**src/rtl/capture_ctrl.sv**
```systemverilog
// capture_ctrl: capture sequencer that arms once pre-trigger history is full, counts post-trigger writes
// and reports the final sample address; outputs are registered from the next-state decode.
module capture_ctrl #(
  parameter int ADDR_W = 9,
  parameter int DEC_W  = 4
) (
  input  logic              clk,
  input  logic              rst_n,
  input  logic              start,
  input  logic [ADDR_W-1:0] trig_pos,
  input  logic [DEC_W-1:0]  decimator,
  input  logic              trigger,
  output logic              trig_en,
  output logic              armed,
  output logic              we,
  output logic [ADDR_W-1:0] waddr,
  output logic              set_capture_done,
  output logic [ADDR_W-1:0] trace_end,
  output logic              busy
);
  localparam logic [ADDR_W:0] FULL = (ADDR_W+1)'(1) << ADDR_W;
  typedef enum logic [1:0] {IDLE, PRE, POST, DONE} state_t;
  state_t            state, ns;
  logic [DEC_W-1:0]  dec_cnt, dec_nx;
  logic [ADDR_W:0]   smpl_cnt, smpl_nx;
  logic [ADDR_W-1:0] post_cnt, post_nx, waddr_nx, trace_nx;
  logic              cap_nx, armed_nx, we_nx;
  always_comb begin
    ns       = state;
    dec_nx   = dec_cnt;
    smpl_nx  = smpl_cnt;
    post_nx  = post_cnt;
    waddr_nx = waddr;
    trace_nx = trace_end;
    if (state == PRE || state == POST) begin
      dec_nx   = we ? '0 : dec_cnt + 1'b1;
      waddr_nx = we ? waddr + 1'b1 : waddr;
    end
    case (state)
      IDLE: if (start) begin
        ns       = PRE;
        dec_nx   = '0;
        smpl_nx  = '0;
        waddr_nx = '0;
      end
      PRE: begin
        smpl_nx = (we && smpl_cnt != FULL) ? smpl_cnt + 1'b1 : smpl_cnt;
        if (trigger && armed) begin
          ns       = (trig_pos == '0) ? DONE : POST;
          post_nx  = '0;
          trace_nx = (trig_pos != '0) ? trace_end : we ? waddr : waddr - 1'b1;
        end
      end
      POST: if (we) begin
        post_nx = post_cnt + 1'b1;
        if (post_cnt + 1'b1 == trig_pos) begin
          ns       = DONE;
          trace_nx = waddr;
        end
      end
      default: ns = IDLE;
    endcase
    // outputs are computed for the cycle being entered so they can be registered
    cap_nx   = ns == PRE || ns == POST;
    armed_nx = cap_nx && (armed || smpl_nx >= FULL - {1'b0, trig_pos});
    we_nx    = cap_nx && dec_nx == decimator;
  end
  always_ff @(posedge clk) begin
    if (!rst_n) begin
      state            <= IDLE;
      dec_cnt          <= '0;
      smpl_cnt         <= '0;
      post_cnt         <= '0;
      waddr            <= '0;
      trace_end        <= '0;
      trig_en          <= 1'b0;
      armed            <= 1'b0;
      we               <= 1'b0;
      set_capture_done <= 1'b0;
      busy             <= 1'b0;
    end else begin
      state            <= ns;
      dec_cnt          <= dec_nx;
      smpl_cnt         <= smpl_nx;
      post_cnt         <= post_nx;
      waddr            <= waddr_nx;
      trace_end        <= trace_nx;
      trig_en          <= cap_nx;
      armed            <= armed_nx;
      we               <= we_nx;
      set_capture_done <= ns == DONE;
      busy             <= ns != IDLE;
    end
  end
endmodule

```
**config.mk**
```make
export PLATFORM = sky130hd
export DESIGN_NAME = capture_ctrl
export DESIGN_NICKNAME = d
export VERILOG_FILES = /design/src/rtl/capture_ctrl.sv
export SDC_FILE = /design/constraint.sdc
export NUM_CORES = 1
export LEC_CHECK = 0
export BUFFER_PORTS_ARGS = -buffer_cell sky130_fd_sc_hd__buf_2
export CAP_MARGIN = 0
export CELL_PAD_IN_SITES_DETAIL_PLACEMENT = 1
export CELL_PAD_IN_SITES_GLOBAL_PLACEMENT = 2
export CORE_MARGIN = 2
export CORE_UTILIZATION = 35
export DETAILED_ROUTE_END_ITERATION = 12
export PLACE_DENSITY = 0.88
export SLEW_MARGIN = 20
export SYNTH_ARGS = -nofsm -noshare
export SYNTH_HDL_FRONTEND = slang
export SYNTH_SLANG_ARGS = --single-unit
```
**constraint.sdc**
```tcl
create_clock -name clk -period 4.75 [get_ports clk]
set_clock_uncertainty 0.05 [all_clocks]
set_input_delay 0.7125 -clock clk [delete_from_list [all_inputs] [get_ports clk]]
set_output_delay 0.7125 -clock clk [all_outputs]
set_load 0.02 [all_outputs]
```
==> results.md <==
- Power Total: 833 uW
- DP HPWL: 6310 um
- Post-synth EDFFs: 0
- Final setup violating endpoints: 0
- Tot GR Track Use: 0.168
- CTS Hold Bufs: 0
- Sw Ratio: 0.297
- Drt via density: 5.27
- Ys async rst share: 0
- Cells along the critical path: ha_1 > inv_1 > o21a_1 > o21bai_1 > mux2i_1 > ha_1 > nand2b_1 > a21o_1 > a21oi_1 > nor2b_1 > o21ai_0 > a21oi_1 > o31a_1
- Endpoint class of the critical path: flop
- Detail Route Antenna Nets: 0
- Peak supply drop: 97.1 uV
- Post-route design area: 0.00353 sq mm
- Post-synth top flop: dfxtp_1
- Power share of the clock group: 0.324
- Leakage: 1.58 nW
- Slew Limit Fails: 0
- Vias in the first global route: 2801
- Setup ws final: 1.36 ns
- Pwr Density: 236 mW/mm^2
- # IOs: 40
- CP Data Required Time: 4.90 ns
- Die Wd: 99.6 um
- Commonest cells after routing, fill and taps aside: 57 x nand2_1, 48 x dfxtp_1, 39 x buf_2, 38 x nor2_1, 24 x ha_1
- Max-slew headroom: 0.474
- Worst Hold Path Cells: 2
- Leading area contributor after synthesis: dfxtp_1
- CTS sink cnt: 48
- Most common cell after layout, fill and taps aside: nand2_1
- GRT overflow: 0
- Worst-path maximum fanout: 12
- Yosys warns: 0
- FMAX: 0.295 GHz
- Synth Register Bits: 48
- Xor/xnor share of the synthesized area: 0.106
- Placement Cell Area: 0.00344 sq mm
- Psw: 247 uW
- Cell internal pwr: 586 uW
- Syn avg cell area: 7.95 sq um
- Reg2reg path depth: 13
- Seq pwr share: 0.508
- Longest Clk Path Bufs: 2
- Initial antenna violation count: 0
- Die Area: 0.00991 sq mm
- Simple-gate share of the synthesized area: 0.276
- GP Congestion: 0.806
- Complex-gate fraction of the synthesized area: 0.123
- Crit Path Class: reg2reg
- Filler cells: 1084
- Largest family of logic cells by synthesized area: simple AND/OR/NAND/NOR gates
- CP startpoint kind: flop
- Period minus WS final: 3.39 ns
- Vias: 2837
- Ranking of synthesized cells by area: dfxtp_1 30%, ha_1 9.4%, nand2_1 6.7%
- Post-synthesis mux area share: 0.0474
- Fin crit share: 0.713
- First-pass GRT wire length: 13700 um
- Slowest stage cell, crit path: dfxtp_1
- Initial Util: 0.363
- CTS tree: yes
- Die Y: 99.6 um
- Status: finished, final reports clean
- Reg2reg setup slack: 1.36 ns
- Clock latency on the worst-skew pair: 0.31 ns
- Cell area after synthesis: 0.00320 sq mm
- Syn_nets: 443
- Adder-cell share of the synthesized area: 0.0940
- Worst slack, placed: 1.38 ns
- H-tree depth: 2
- Routed WL: 8160 um
- RSZ-0062 raised after global routing: no
- Layout cells sized above 1: 0.147
- Yosys cell types: 57
- Core area: 0.00881 sq mm
- Area Overhead vs Synth: 10.6%
- Nets: 470
- Worst endpoint data arrival time: 3.53 ns
- Max-cap viol count: 0
- Worst-margin pin slew: 0.788 ns
- CTS Buf Count: 5
- Yosys top cell area share: 0.301
- 1st-iter DRT viols: 86
- IO buf count: 39
- Placed cell count: 530
- Row cnt: 34
- Routed WL per cell: 15.2 um
- Slowest Stage Delay on Critical Path: 0.45 ns
- Final hold vios: 0
- Layout Utilization: 0.401
- Clk root buf: clkbuf_8
- CTS clk-pin slew, worst paths: 0.10 ns
- Inserted Diodes: 0
- Cell Count, Final, Fillers Out: 538
- Setup_tns: 0 ns
- PostCTS Resize Cnt: 0
- Worst min path class: reg2reg
- DR DRC count: 0
- Largest net degree at the start of global routing: 34
- Mapped Cells: 402
- Post-CTS Setup Inserts: 0
- Sequential area share after synthesis: 0.301
- First-pass detailed-route iteration total: 4
- Combinational share of power: 0.169
- Hold_ws: 0.413 ns
area by class of cell:
class | count | area (sq um) | share of cell area
inverters | 19 | 71.3 | 0.0202
clock buffers | 6 | 82.6 | 0.0234
flip-flops and latches | 48 | 961 | 0.272
clock inverters | 2 | 13.8 | 0.00390
repair buffers | 40 | 203 | 0.0574
multi-input cells | 315 | 2070 | 0.585
well taps | 108 | 135 | 0.0382
final timing paths:
| kind | from | to |
|---|---|---|
| worst max-delay path | state[0]$_SDFF_PN0_ | armed$_SDFF_PN0_ |
| worst max register to register | state[0]$_SDFF_PN0_ | armed$_SDFF_PN0_ |
| worst min-delay path | trace_end[4]$_SDFFE_PN0P_ | trace_end[4]$_SDFFE_PN0P_ |
| worst min register to register | trace_end[4]$_SDFFE_PN0P_ | trace_end[4]$_SDFFE_PN0P_ |
flip-flops by register name (all words and copies together), names as in the netlist:
register          flops
armed                 1
state                 2
we                    1
post_cnt              9
busy                  1
trig_en               1
set_capture_done      1
smpl_cnt             10
waddr                 9
dec_cnt               4
trace_end             9
routing by layer:
metal  track usage  part of all wire
met1         0.219              0.48
met2         0.289              0.48
met3        0.0246             0.029
met4        0.0485             0.016
met5             0                 0
cell usage after synthesis, drive strengths merged, types with 6 or more instances:
master / n
a21oi: 19
dfxtp: 48
ha: 24
clkbuf: 14
nand2: 57
mux2i: 14
and3: 9
inv: 19
xor2: 21
o21ai: 23
and2: 14
nor3: 12
buf: 6
nor2: 39
nand3: 13
xnor2: 17
critical path: cells and delay by family (launching register included):
kind / cells / cell delay, ns
DFF: 1 / 0.45
adders and majority gates: 2 / 0.72
buffers and inverters: 1 / 0.29
and+or+nand+nor: 2 / 0.19
muxes: 1 / 0.24
AOI/OAI and AO/OA: 7 / 1.34
power by group through the flow:
stage	logic, mW	clock network [mW]	registers (mW)
finish	0.140	0.269	0.423
global route	0.157	0.292	0.425
CTS	0.142	0.280	0.423
detailed placement	0.141	0	0.433
global placement	0.137	0	0.432
floorplan	0.0845	0	0.445
logic make-up (layout without fill, tap and decap cells):
kind of cell | Yosys count | in the layout
adder cells (fa/ha/maj) | 24 | 24
XOR/XNOR | 38 | 38
buffers and inverters | 39 | 67
AO/OA/AOI/OAI | 62 | 62
multiplexers | 15 | 15
flip-flops | 48 | 48
AND/OR/NAND/NOR | 176 | 176
Power figures use the tool's default switching activity.
